## src/rtl/enc_pkg.sv

```systemverilog
// Shared constants and helpers for the priority encoder pipeline.
// Round-robin arbitration is selected by defining PRIO_ENCODER_RR_EN.
package enc_pkg;

    localparam int DEFAULT_WIDTH = 16;
    localparam int MAX_WIDTH     = 256;

    // Width of an index into an n-bit vector, never narrower than one bit.
    function automatic int idx_width(input int n);
        return (n > 32'sd1) ? $clog2(n) : 32'sd1;
    endfunction

    // Clearing the lowest set bit leaves something only if two or more bits were set.
    function automatic logic at_least_two(input logic [MAX_WIDTH-1:0] v);
        return |(v & (v - MAX_WIDTH'(1)));
    endfunction

endpackage

```

## src/rtl/prio_scan.sv

```systemverilog
// Circular first-set-bit search: scans start, start+1, ... WIDTH-1, then 0 ...
// Used for both arbitration modes (fixed priority feeds it a bit-reversed vector).
module prio_scan
    import enc_pkg::*;
#(
    parameter int WIDTH = DEFAULT_WIDTH,
    parameter int OUT_W = idx_width(WIDTH)
) (
    input  logic [WIDTH-1:0] vec,
    input  logic [OUT_W-1:0] start,
    output logic [OUT_W-1:0] index,
    output logic             found
);

    // One spare bit so start + offset cannot overflow before the wrap.
    logic [OUT_W:0] pos_s;

    // Walk every offset from start and keep the first hit.
    always_comb begin
        index = '0;
        found = 1'b0;
        pos_s = '0;
        for (int i = 0; i < WIDTH; i++) begin
            pos_s = {1'b0, start} + (OUT_W+1)'(i);
            if (pos_s >= (OUT_W+1)'(WIDTH)) begin
                pos_s = pos_s - (OUT_W+1)'(WIDTH);
            end else begin
                pos_s = pos_s;
            end
            if (!found && vec[pos_s[OUT_W-1:0]]) begin
                found = 1'b1;
                index = pos_s[OUT_W-1:0];
            end else begin
                found = found;
            end
        end
    end

endmodule

```

## src/rtl/prio_encoder_pipe.sv

```systemverilog
// Registered priority encoder with valid/ready handshakes on both sides.
// Define PRIO_ENCODER_RR_EN for round-robin arbitration instead of highest-index-wins.
module prio_encoder_pipe
    import enc_pkg::*;
#(
    parameter int WIDTH = DEFAULT_WIDTH
) (
    input  logic                       clk,
    input  logic                       rst,
    input  logic                       enable,
    input  logic                       in_valid,
    output logic                       in_ready,
    input  logic [WIDTH-1:0]           input_vec,
    output logic                       out_valid,
    input  logic                       out_ready,
    output logic [$clog2(WIDTH)-1:0]   out,
    output logic                       out_any,
    output logic                       out_multi
);

    localparam int OUT_W = $clog2(WIDTH);

    logic             in_fire_s;
    logic             out_fire_s;
    logic             multi_s;
    logic [WIDTH-1:0] scan_vec_s;
    logic [OUT_W-1:0] scan_start_s;
    logic [OUT_W-1:0] scan_idx_s;
    logic             scan_found_s;
    logic [OUT_W-1:0] winner_s;

    assign in_ready   = enable && (!out_valid || out_ready);
    assign in_fire_s  = in_valid && in_ready;
    assign out_fire_s = out_valid && out_ready;
    assign multi_s    = at_least_two(MAX_WIDTH'(input_vec));

    prio_scan #(
        .WIDTH (WIDTH),
        .OUT_W (OUT_W)
    ) u_scan (
        .vec   (scan_vec_s),
        .start (scan_start_s),
        .index (scan_idx_s),
        .found (scan_found_s)
    );

`ifdef PRIO_ENCODER_RR_EN
    logic [OUT_W-1:0] ptr;

    assign scan_vec_s   = input_vec;
    assign scan_start_s = ptr;
    assign winner_s     = scan_idx_s;

    // Advance the pointer past the winner; explicit wrap covers non-power-of-two widths.
    always_ff @(posedge clk) begin
        if (rst) begin
            ptr <= '0;
        end else if (in_fire_s && scan_found_s) begin
            if (scan_idx_s == OUT_W'(WIDTH - 1)) begin
                ptr <= '0;
            end else begin
                ptr <= scan_idx_s + OUT_W'(1);
            end
        end else begin
            ptr <= ptr;
        end
    end
`else
    // Reverse the vector so the circular scan from 0 finds the highest set index.
    always_comb begin
        scan_vec_s = '0;
        for (int i = 0; i < WIDTH; i++) begin
            scan_vec_s[i] = input_vec[WIDTH-1-i];
        end
    end

    assign scan_start_s = '0;
    assign winner_s     = OUT_W'(WIDTH - 1) - scan_idx_s;
`endif

    // Output stage: load on input handshake, clear on drain, otherwise hold.
    always_ff @(posedge clk) begin
        if (rst) begin
            out_valid <= 1'b0;
            out       <= '0;
            out_any   <= 1'b0;
            out_multi <= 1'b0;
        end else if (in_fire_s) begin
            out_valid <= 1'b1;
            out       <= scan_found_s ? winner_s : '0;
            out_any   <= scan_found_s;
            out_multi <= multi_s;
        end else if (out_fire_s) begin
            out_valid <= 1'b0;
            out       <= out;
            out_any   <= out_any;
            out_multi <= out_multi;
        end else begin
            out_valid <= out_valid;
            out       <= out;
            out_any   <= out_any;
            out_multi <= out_multi;
        end
    end

endmodule

```

## config.mk

```make
export PLATFORM = sky130hd
export DESIGN_NAME = prio_encoder_pipe
export DESIGN_NICKNAME = d
export VERILOG_FILES = /design/src/rtl/enc_pkg.sv /design/src/rtl/prio_scan.sv /design/src/rtl/prio_encoder_pipe.sv
export SDC_FILE = /design/constraint.sdc
export NUM_CORES = 1
export LEC_CHECK = 0
export ABC_AREA = 1
export CORE_MARGIN = 3
export CORE_UTILIZATION = 38
export CTS_CLUSTER_SIZE = 20
export DETAILED_ROUTE_END_ITERATION = 10
export GPL_ROUTABILITY_DRIVEN = 0
export PLACE_DENSITY = 0.83
export SLEW_MARGIN = 20
export SYNTH_ARGS = -nofsm -noshare
export SYNTH_HDL_FRONTEND = slang
export SYNTH_SLANG_ARGS = --single-unit
```

## constraint.sdc

```tcl
create_clock -name clk -period 1.07 [get_ports clk]
set_input_delay 0.2675 -clock clk [delete_from_list [all_inputs] [get_ports clk]]
set_output_delay 0.2675 -clock clk [all_outputs]
set_load 0.01 [all_outputs]
```

==> results of run 1 <==
## cell families (layout without fill, tap and decap cells)
kind of cell | Yosys count | in the layout | share of synthesized area (%)
DFF | 7 | 7 | 19.11
and+or+nand+nor | 88 | 88 | 55.46
buffers and inverters | 25 | 84 | 12.97
AOI/OAI and AO/OA | 17 | 17 | 12.46
## tightest hold or removal path, delay by kind of cell, from the launching register on
| kind | cells | cell delay (ns) |
|---|---|---|
| compound gates | 1 | 0.05 |
| flops | 1 | 0.30 |
| simple gates | 1 | 0.06 |
## path summary, 6_finish.rpt
| kind | cells past startpoint | slack, ns | end | startpoint |
|---|---|---|---|---|
| setup / recovery | 8 | -0.21 | out[2] | out_valid |
| hold / removal | 2 | 0.46 | out[2] | out[2] |
| setup reg to reg | 8 | -0.21 | out[2] | out_valid |
| hold reg to reg | 2 | 0.46 | out[2] | out[2] |
## area by class of cell
type	instances	area (µm²)	area share, %
Clock buffer	4	26.28	2.041
Inverter	24	90.09	6.997
Multi-Input combinational cell	105	548.0	42.57
Sequential cell	7	141.4	10.98
Tap cell	25	31.28	2.430
Timing Repair Buffer	56	450.4	34.99
## sequential cells by signal, indices dropped and copies added, names as in the netlist
register	flops
out	4
out_any	1
out_multi	1
out_valid	1
## cell usage after synthesis (all sizes together)
cell	number	area [µm²]
nand3	3	15.01
a21oi	5	25.02
dfxtp	7	140.1
a31oi	1	6.260
buf	1	5.000
nand4	6	37.54
nand3b	1	7.510
o31ai	1	7.510
o211ai	1	7.510
nor2	36	170.2
nor3b	1	12.51
nand2	41	163.9
inv	24	90.09
o21ai	9	45.04
## per-stage QoR
stage                     TNS [ns]  hold slack, ns  setup WS [ns]  instances  power (mW)
final                       -1.152          0.4619        -0.2143        221      0.8943
after global routing        -1.889          0.4809        -0.3248        221      0.9551
after CTS                   -1.187          0.4592        -0.2474        220      0.8909
after detailed placement    -4.864          0.4550        -0.7059        214      0.6619
after global placement      -4.582          0.4446        -0.6481        214      0.6494
after floorplan           -0.04408          0.3366       -0.03081        137      0.4270
## power groups by stage
stage / clock [mW] / sequential, mW / combinational, mW
3_5_place_dp: 0 / 0.293 / 0.369
2_1_floorplan: 0 / 0.303 / 0.124
4_1_cts: 0.252 / 0.288 / 0.352
6_report: 0.250 / 0.287 / 0.357
5_1_grt: 0.273 / 0.290 / 0.393
3_3_place_gp: 0 / 0.293 / 0.357
## per-layer routing
layer / routed length (µm) / vias to the layer above / GRT usage (%)
li1: - / 542 / -
met1: 889 / 474 / 18.94
met2: 1244 / 50 / 40.75
met3: 172 / 12 / 4.834
met4: 91 / 0 / 14.29
met5: 0 / - / 0
## timing repair
item / CTS / global route
gates cloned: 0 / 0
buffers inserted: 2 / 1
gates resized for setup: 77 / 14
endpoints found under the setup margin: 15 / 12
pin swaps: 30 / 14
==> summary by stage, run 1 <==
Clocking
Clock tree synthesis inserted a total of 3 buffers. The clock passes through at most 2 buffers. The tree is rooted in a clkbuf_4. The CTS tree is done.

The clock-pin slew of the registers on the worst-case setup and hold paths is 0.05 ns. The clock network latency to the later pin of the worst-skew pair is 0.26 ns. The number of H-tree branching levels is 1. For this design, the CTS-stage hold fixing added 0 buffers. For this design, the sink count on the clock tree is 7.

Setup path
The kind of capture point of the worst setup path is a register. The slowest cell on the critical path is dfxtp_2. The arrival time of the worst setup path is 1.47 ns. Among the stages of the critical path, the cell type that occurs most often is buf_6.

The maximum fanout count along the critical path is 7. Traced cell by cell, the critical path runs through inv_2 > nor2_4 > nor3b_2 > buf_4 > buf_6 > buf_6 > o211ai_1 > a21oi_1. The total buffers and inverters traversed by the critical path is 4. The cell type group with the largest total delay on the critical path is buffers and inverters. STA classifies the critical path startpoint as a register. The largest stage delay on the critical path is 0.32 ns. The type of the worst setup path is register to register. The critical path data required time is 1.26 ns.

Floorplanning
The count of standard-cell rows is 15. For this design the top-level I/O count stands at 29. From left edge to right edge, the die measures 49.93 µm. The initial cell density of the core is 41.12%. The core region is 0.001783 mm². The chip height is 49.93 µm.

The overall die area is 0.002493 mm².

Routing
In the routed design, unresolved DRC markers number 0. The final antenna-violating net count is 0. The number of DRC violations after detailed-routing iteration 0 is 24. After detailed routing, the average wire length per cell comes to 10.85 µm. The number of vias in the routed layout is 1,078. The first-pass iteration count of the detailed router is 4. After detailed routing, the number of vias per cell comes to 4.878. Summed over all layers, the routed wires come to 2397 µm.

Global route
The overall global routing resource usage is 21.09%. The number of antenna violations at the first check in global routing was 0. The number of global-route vias before repair was 1,056. The wire length of the first global-routing pass is 4050 µm. The global-route congestion overflow total is 0. Entering global routing, the biggest net connects 9 pins.

STA
The final-report max-slew violation count is 0. The worst path uses 120.0% of the clock period. The slew of the pin with the lowest slew margin is 0.2489 ns. Setup violations remaining at the end of the flow were counted as 9.

For the final database, setup skew stands at 0.004836 ns. The post-layout minimum cycle time is 1.284 ns. The worst slew margin relative to its limit is 83.27%. The highest achievable clock rate is 778.6 MHz. The number of hold-slack violations in the final timing report is 0. Setup repair after global routing could not meet its margin everywhere.

The worst setup margin is -0.2143 ns.

Logic synthesis
The share of the yosys chip area belonging to registers is 19.11%. The number of storage elements in the synthesis netlist is 7. The total nets after synthesis is 158. Synthesis handed over a netlist of 137 instances. The mapped netlist covers 733.2 µm². The count of different cell masters after synthesis is 19. The total number of yosys warnings is 0. Dividing the synthesized area by the synthesized cell count gives 5.352 µm².

Finish
The number of antenna cells inserted is 0. In the layout the commonest cells are nand2_1, buf_4, nor2_1. The core occupancy in the finished layout is 72.21%. The most common cell after layout, fill and taps aside is nand2_1. Once layout is done, the placed cells without fillers occupy 0.001287 mm².

Of the cells placed in the final design, the portion with a size suffix greater than 1 is 41.84%. After filler insertion, the fill cell instance count of the layout stands at 155. Compared with the post-synthesis result, the final layout area differs by 75.60%.

The final layout contains 218 nets.

Place
The number of port buffers is 28. The wire-length estimate of the detail-placed layout is 1965 µm. In this run the cell area measured after placement is 0.001244 mm².

Power and ir drop
Combinational logic is responsible for 40.0% of the overall power. Registers are responsible for 32.1% of the overall power. The internal power consumption is 601.4 µW. The clock network is responsible for 27.9% of the overall power. The ratio of total power to cell area is 694.6 mW/mm².

The static leakage is 0.6592 nW. The switching power is 292.9 µW. The switching power as a share of total power is 32.76%. The maximum VDD drop is 0.0004894 V.

Status
The flow ran to the end, but the final reports show violations. The checks that failed: setup timing.

Run
Max-cap violations in this run came to 0.

Hold path
The class of the tightest hold or removal check is register to register.
(Power assumes the default switching activity.)
==> run 2: changes to the inputs <==
--- a/config.mk
+++ b/config.mk
@@ -7,11 +7,12 @@
 export LEC_CHECK = 0
 export ABC_AREA = 1
 export CORE_MARGIN = 3
-export CORE_UTILIZATION = 38
+export CORE_UTILIZATION = 30
+export CTS_BUF_LIST = sky130_fd_sc_hd__clkbuf_8
 export CTS_CLUSTER_SIZE = 20
 export DETAILED_ROUTE_END_ITERATION = 10
 export GPL_ROUTABILITY_DRIVEN = 0
-export PLACE_DENSITY = 0.83
+export PLACE_DENSITY = 0.7
 export SLEW_MARGIN = 20
 export SYNTH_ARGS = -nofsm -noshare
 export SYNTH_HDL_FRONTEND = slang
==> summary by stage, run 2 (synthesis results as in run 1) <==
Routing
The first TritonRoute pass finished after 4 iterations. In the routed design, unresolved DRC markers number 0. The number of DRC violations after detailed-routing iteration 0 is 17.

The detail route stage leaves a number of antenna-violating nets equal to 0. After detailed routing, the total wire length is 2382 µm. The routed length per placed instance is 10.27 µm. The average vias per placed instance is 4.496. The routed layout has 1,043 vias.

Run
The tool flagged a number of max-cap violations equal to 0.

STA
Setup repair after global routing could not meet its margin everywhere. The worst slew margin relative to its limit is 79.37%. The number of hold-slack violations in the final timing report is 0. The worst hold slack is 0.4591 ns. The routed design could run at a clock period as short as 1.185 ns. The worst setup margin is -0.1153 ns. At the pin with the least slew margin, the transition time is 0.3068 ns. Setup violations remaining at the end of the flow were counted as 7.

The final critical path takes up 110.8% of the cycle. On the final layout, the worst clock skew is 0.0009154 ns. Derived from the worst setup path, the maximum achievable clock frequency is 843.6 MHz. The final-report max-slew violation count is 0.

Clocking
The later pin in the worst-skew pair is clocked with a latency of 0.23 ns. The clock drives 7 sinks. Clock-pin slew was measured on the worst setup and hold paths at 0.04 ns.

CTS placed an instance of clkbuf_8 at the clock tree root. TritonCTS built the clock tree. The clock passes through at most 2 buffers.

In this run the number of H-tree levels came out at 1. Buffers inserted during clock tree synthesis total 3. For this design, the CTS-stage hold fixing added 0 buffers.

Finish
The net count of the finished layout is 226. The register with the most flip-flops in the layout has 4 of them. The register name with the most flops is out. The layout-stage area growth over the synthesis result is 81.91%. The core occupancy in the finished layout is 59.16%. In the layout the commonest cells are nand2_1, buf_4, inv_1. Leaving out fill and tap cells, the most frequent cell in the layout is nand2_1. The number of antenna cells inserted is 0. Of the cells placed in the final design, the portion with a size suffix greater than 1 is 46.57%.

Hold path
The class of the tightest hold or removal check is register to register.

Global route
The number of antenna violations at the first check in global routing is 0. The number of global-route vias before repair is 985. The total overflow left after global routing is 0. The wire length of the first global-routing pass is 4071 µm.

Across every metal layer, demand over resource in global routing totals 16.11%. The maximum number of pins on one net before global-route repair is 8.

Setup path
The slowest stage of the critical path is the dfxtp_2 cell. In this run the worst path has a maximum fanout of 4. The worst setup path is of the register to register kind. STA classifies the critical path endpoint as a register. Traced cell by cell, the critical path runs through inv_2 > nor2_4 > nor3b_2 > buf_4 > buf_4 > nand4_1 > nor2_1 > nor2_1. The element type at the critical path start is a register. Data arrives at the worst endpoint at 1.30 ns.

The critical path data required time is 1.19 ns. The largest stage delay on the critical path is 0.31 ns.

Floorplanning
For this configuration, the core starts out at a cell density of 32.52%. The floorplan step defined a die boundary enclosing 0.003073 mm². The die is 55.44 µm tall. In this run the standard cell core region covers 0.002255 mm². 29 I/O pins were placed. The floorplan has 17 rows. The horizontal die dimension is 55.44 µm.

Power and ir drop
The maximum VDD drop is 0.0005648 V. The completed layout was analyzed and its total power is 1.028 mW. Summed over all cells, the static leakage comes to 0.6957 nW. In this run the power density over the cells is 770.5 mW/mm².

Status
The flow ran to the end, but the final reports show violations. The checks that failed: setup timing.

Place
The number of port buffers is 28. The HPWL after detailed placement is 1945 µm.
[run 2: critical path, delay by kind of cell, from the launching register on]
kind	cells	cell delay, ns
and+or+nand+nor	5	0.44
DFF	1	0.31
buffers and inverters	3	0.31
[run 2: per-stage QoR]
step	cell area, µm²	TNS, ns	cells	setup slack (ns)
2_1_floorplan	752.0	-0.04408	137	-0.03081
3_3_place_gp	1247	-4.506	217	-0.6423
3_5_place_dp	1247	-4.781	217	-0.6672
4_1_cts	1310	-0.5863	230	-0.1611
5_1_grt	1334	-1.140	232	-0.2251
6_report	1334	-0.4610	232	-0.1153
[run 2: final timing paths]
| check | from | end | slack, ns | cells after the start |
|---|---|---|---|---|
| max reg2reg | out_valid | out_multi | -0.12 | 8 |
| min reg2reg | out[3] | out[3] | 0.46 | 2 |
| min | out[3] | out[3] | 0.46 | 2 |
| max | out_valid | out_multi | -0.12 | 8 |
[run 2: layer usage]
metal | vias up | wire length, µm | global-route usage, %
met5 | - | 0 | 0
met4 | 0 | 42 | 7.986
met1 | 457 | 1074 | 19.16
met2 | 21 | 1167 | 28.21
met3 | 3 | 98 | 1.869
li1 | 562 | - | -
[run 2: power by group]
part	switching (mW)	total, mW	leakage [nW]	internal [mW]
registers	0.00968	0.291	0.0585	0.282
clock network	0.120	0.368	0.0269	0.248
logic	0.180	0.368	0.610	0.188
total	0.310	1.03	0.696	0.718
[run 2: final cells by class]
class                      instances  area (µm²)
fill                             240       920.9
multi-input combinational        105       549.3
timing repair buffer              64       471.7
sequential                         7       142.6
inverter                          24       90.09
clock buffer                       3       41.29
tap                               28       35.03
clock inverter                     1       3.754
[run 2: timing repair]
| action | CTS | global route |
|---|---|---|
| gates resized for setup | 93 | 12 |
| setup endpoints to repair | 15 | 13 |
| setup buffers | 9 | 2 |
| pin swaps | 26 | 12 |
==> run 3: changes to the inputs <==
--- a/config.mk
+++ b/config.mk
@@ -7,12 +7,12 @@
 export LEC_CHECK = 0
 export ABC_AREA = 1
 export CORE_MARGIN = 3
-export CORE_UTILIZATION = 30
+export CORE_UTILIZATION = 40
 export CTS_BUF_LIST = sky130_fd_sc_hd__clkbuf_8
 export CTS_CLUSTER_SIZE = 20
 export DETAILED_ROUTE_END_ITERATION = 10
 export GPL_ROUTABILITY_DRIVEN = 0
-export PLACE_DENSITY = 0.7
+export PLACE_DENSITY = 0.87
 export SLEW_MARGIN = 20
 export SYNTH_ARGS = -nofsm -noshare
 export SYNTH_HDL_FRONTEND = slang
==> summary by stage, run 3 (synthesis results as in run 1) <==
STA
In the final timing run, aggregate negative setup slack is -1.476 ns. The final-report max-slew violation count is 0. The worst slew margin relative to its limit is 84.26%.

The ratio of final minimum period to clock period is 125.0%. The worst setup margin is -0.2675 ns. The slew of the pin with the lowest slew margin is 0.2336 ns. Clock skew on the completed layout was measured at 0.008788 ns.

Setup violations remaining at the end of the flow were counted as 10. The number of hold-slack violations in the final timing report is 0. Derived from the worst setup path, the maximum achievable clock frequency is 747.7 MHz.

The post-layout minimum cycle time is 1.338 ns. Setup repair after global routing could not meet its margin everywhere.

Floorplanning
The overall die area is 0.002383 mm². The count of standard-cell rows is 14. The count of boundary I/O pins is 29. The total area inside the core boundary comes to 0.001612 mm².

The horizontal die dimension is 48.82 µm. The initial cell density of the core is 45.50%. The floorplan step set the die height to 48.82 µm.

Routing
After detailed routing, the number of remaining DRC violations is 0. The number of vias in the routed layout is 1,272. The post-detailed-routing wire length is 3335 µm. The first-pass iteration count of the detailed router is 4. The final antenna-violating net count is 0. The number of DRC violations after detailed-routing iteration 0 is 48. The average vias per placed instance is 5.579. The routed length per placed instance is 14.63 µm.

Finish
The post-route netlist has 48.53% of its cells at a drive strength greater than 1. The number of filler instances in the final layout is 117. The register name with the most flops is out. The multi-input logic area is 569.3 µm². The register with the most flip-flops in the layout has 4 of them. The number of antenna cells inserted is 0. The layout-stage area growth over the synthesis result is 82.08%. Leaving out fill and tap cells, the most frequent cell in the layout is buf_4. The register area is 142.6 µm². The net count of the finished layout is 226. The top cell types in the final layout, fill and taps aside, are buf_4, nand2_1, nor2_1.

Setup path
STA classifies the critical path endpoint as a register. The slowest stage of the critical path is the dfxtp_2 cell. The worst register-to-register path has a setup slack of -0.27 ns. In this design, the stage delay of the slowest critical-path cell is 0.32 ns. STA classifies the critical path startpoint as a register. The type of the worst setup path is register to register.

The arrival time of the worst setup path is 1.50 ns. Among the stages of the critical path, the cell type that occurs most often is nor2_1. Grouping stages by cell kind, the critical path spends the most delay in simple AND/OR/NAND/NOR gates.

The signal on the critical path passes through inv_2 > nor2_4 > nor3b_4 > buf_6 > nand2_2 > nand2_1 > nand2_1 > nor2_1 > nor2_1 > nor2_1. The maximum fanout count along the critical path is 8. Together, buffers and inverters on the worst path number 2.

STA puts the critical path data required time at 1.23 ns.

Global route
Global routing consumed, over all layers together, 25.34% of the routing resources. The number of antenna violations at the first check in global routing is 0. The maximum number of pins on one net before global-route repair is 9. The global-route congestion overflow total is 0. The first global-routing pass estimated 4740 µm of wire.

The number of global-route vias before repair came to 1,185.

Place
Buffers placed on the I/O ports in this run total 28. Detailed placement ended at an HPWL of 2030 µm.

Power and ir drop
Dividing total power by cell area gives a power density of 794.2 mW/mm². The sum of internal, switching and leakage power is 1.060 mW. The worst-case IR drop observed on VDD is 0.0004732 V. For this design the static power due to leakage is 0.7048 nW.

Clocking
The longest clock path from root to sink contains 2 buffers. The clock network latency to the later pin of the worst-skew pair is 0.23 ns. TritonCTS built the clock tree.

The clock root buffer is clkbuf_8. After clock tree synthesis, the clock-pin slew on the worst setup and hold paths is 0.04 ns. CTS built an H-tree with a depth of 1. Counting every sink on the clock net gives 7. Counting the buffers created by CTS gives 3.

Status
The checks that failed: setup timing. The flow ran to the end, but the final reports show violations.

Run
The max-capacitance violation count is 0.

Hold path
The min-delay analysis places its worst path in the category register to register.
-- run 3: changes by cell type in the layout (fill, tap and decap cells not counted), sizes merged --
cell / previous run / this run
clkbuf: 5 / 10
clkdlybuf4s15: 6 / 3
buf: 51 / 49
-- run 3: cell type report --
class / count / share of cell area, %
Multi-Input combinational cell: 105 / 42.64
Timing Repair Buffer: 64 / 34.11
Sequential cell: 7 / 10.68
Inverter: 24 / 6.935
Clock buffer: 3 / 3.093
Tap cell: 24 / 2.249
Clock inverter: 1 / 0.2812
-- run 3: per-stage QoR --
step	utilization [%]	hold slack (ns)	area [µm²]	worst slack, ns	cells
4_1_cts	81.52	0.4618	1314	-0.2266	225
3_3_place_gp	76.63	0.4441	1235	-0.6327	212
3_5_place_dp	76.63	0.4531	1235	-0.7287	212
2_1_floorplan	-	0.3366	752.0	-0.03081	137
6_report	82.84	0.4822	1335	-0.2675	228
5_1_grt	82.84	0.5043	1335	-0.3514	228
-- run 3: report_power, final --
group | switching (mW) | internal (mW) | total (mW)
Combinational | 0.212 | 0.189 | 0.401
Clock | 0.116 | 0.248 | 0.364
Sequential | 0.0126 | 0.282 | 0.294
Total | 0.341 | 0.719 | 1.06
-- run 3: layer usage --
metal  part of all wire, %  track usage, %  up-vias
met3                   8.8           4.587       37
li1                      -               -      561
met1                    34           22.72      559
met5                     0               0        -
met4                   8.6           18.48        0
met2                    49           49.55      115
-- run 3: worst paths after layout --
path,from,end,depth (start not counted)
hold / removal,out[1],out[1],2
setup / recovery,out_valid,out[0],10
hold reg to reg,out[1],out[1],2
setup reg to reg,out_valid,out[0],10
-- run 3: repair_timing --
action / 4_1_cts / 5_1_grt
resized for setup: 90 / 21
buffers inserted: 9 / 5
hold buffers: 0 / 0
pin swaps: 31 / 16
setup endpoints to repair: 15 / 14
-- run 3: worst reg2reg max path, cell delays in order, from the launching register on --
cell and delay (ns):
dfxtp_2 0.32, inv_2 0.06, nor2_4 0.04, nor3b_4 0.24, buf_6 0.17, nand2_2 0.06
nand2_1 0.08, nand2_1 0.06, nor2_1 0.10, nor2_1 0.06, nor2_1 0.07
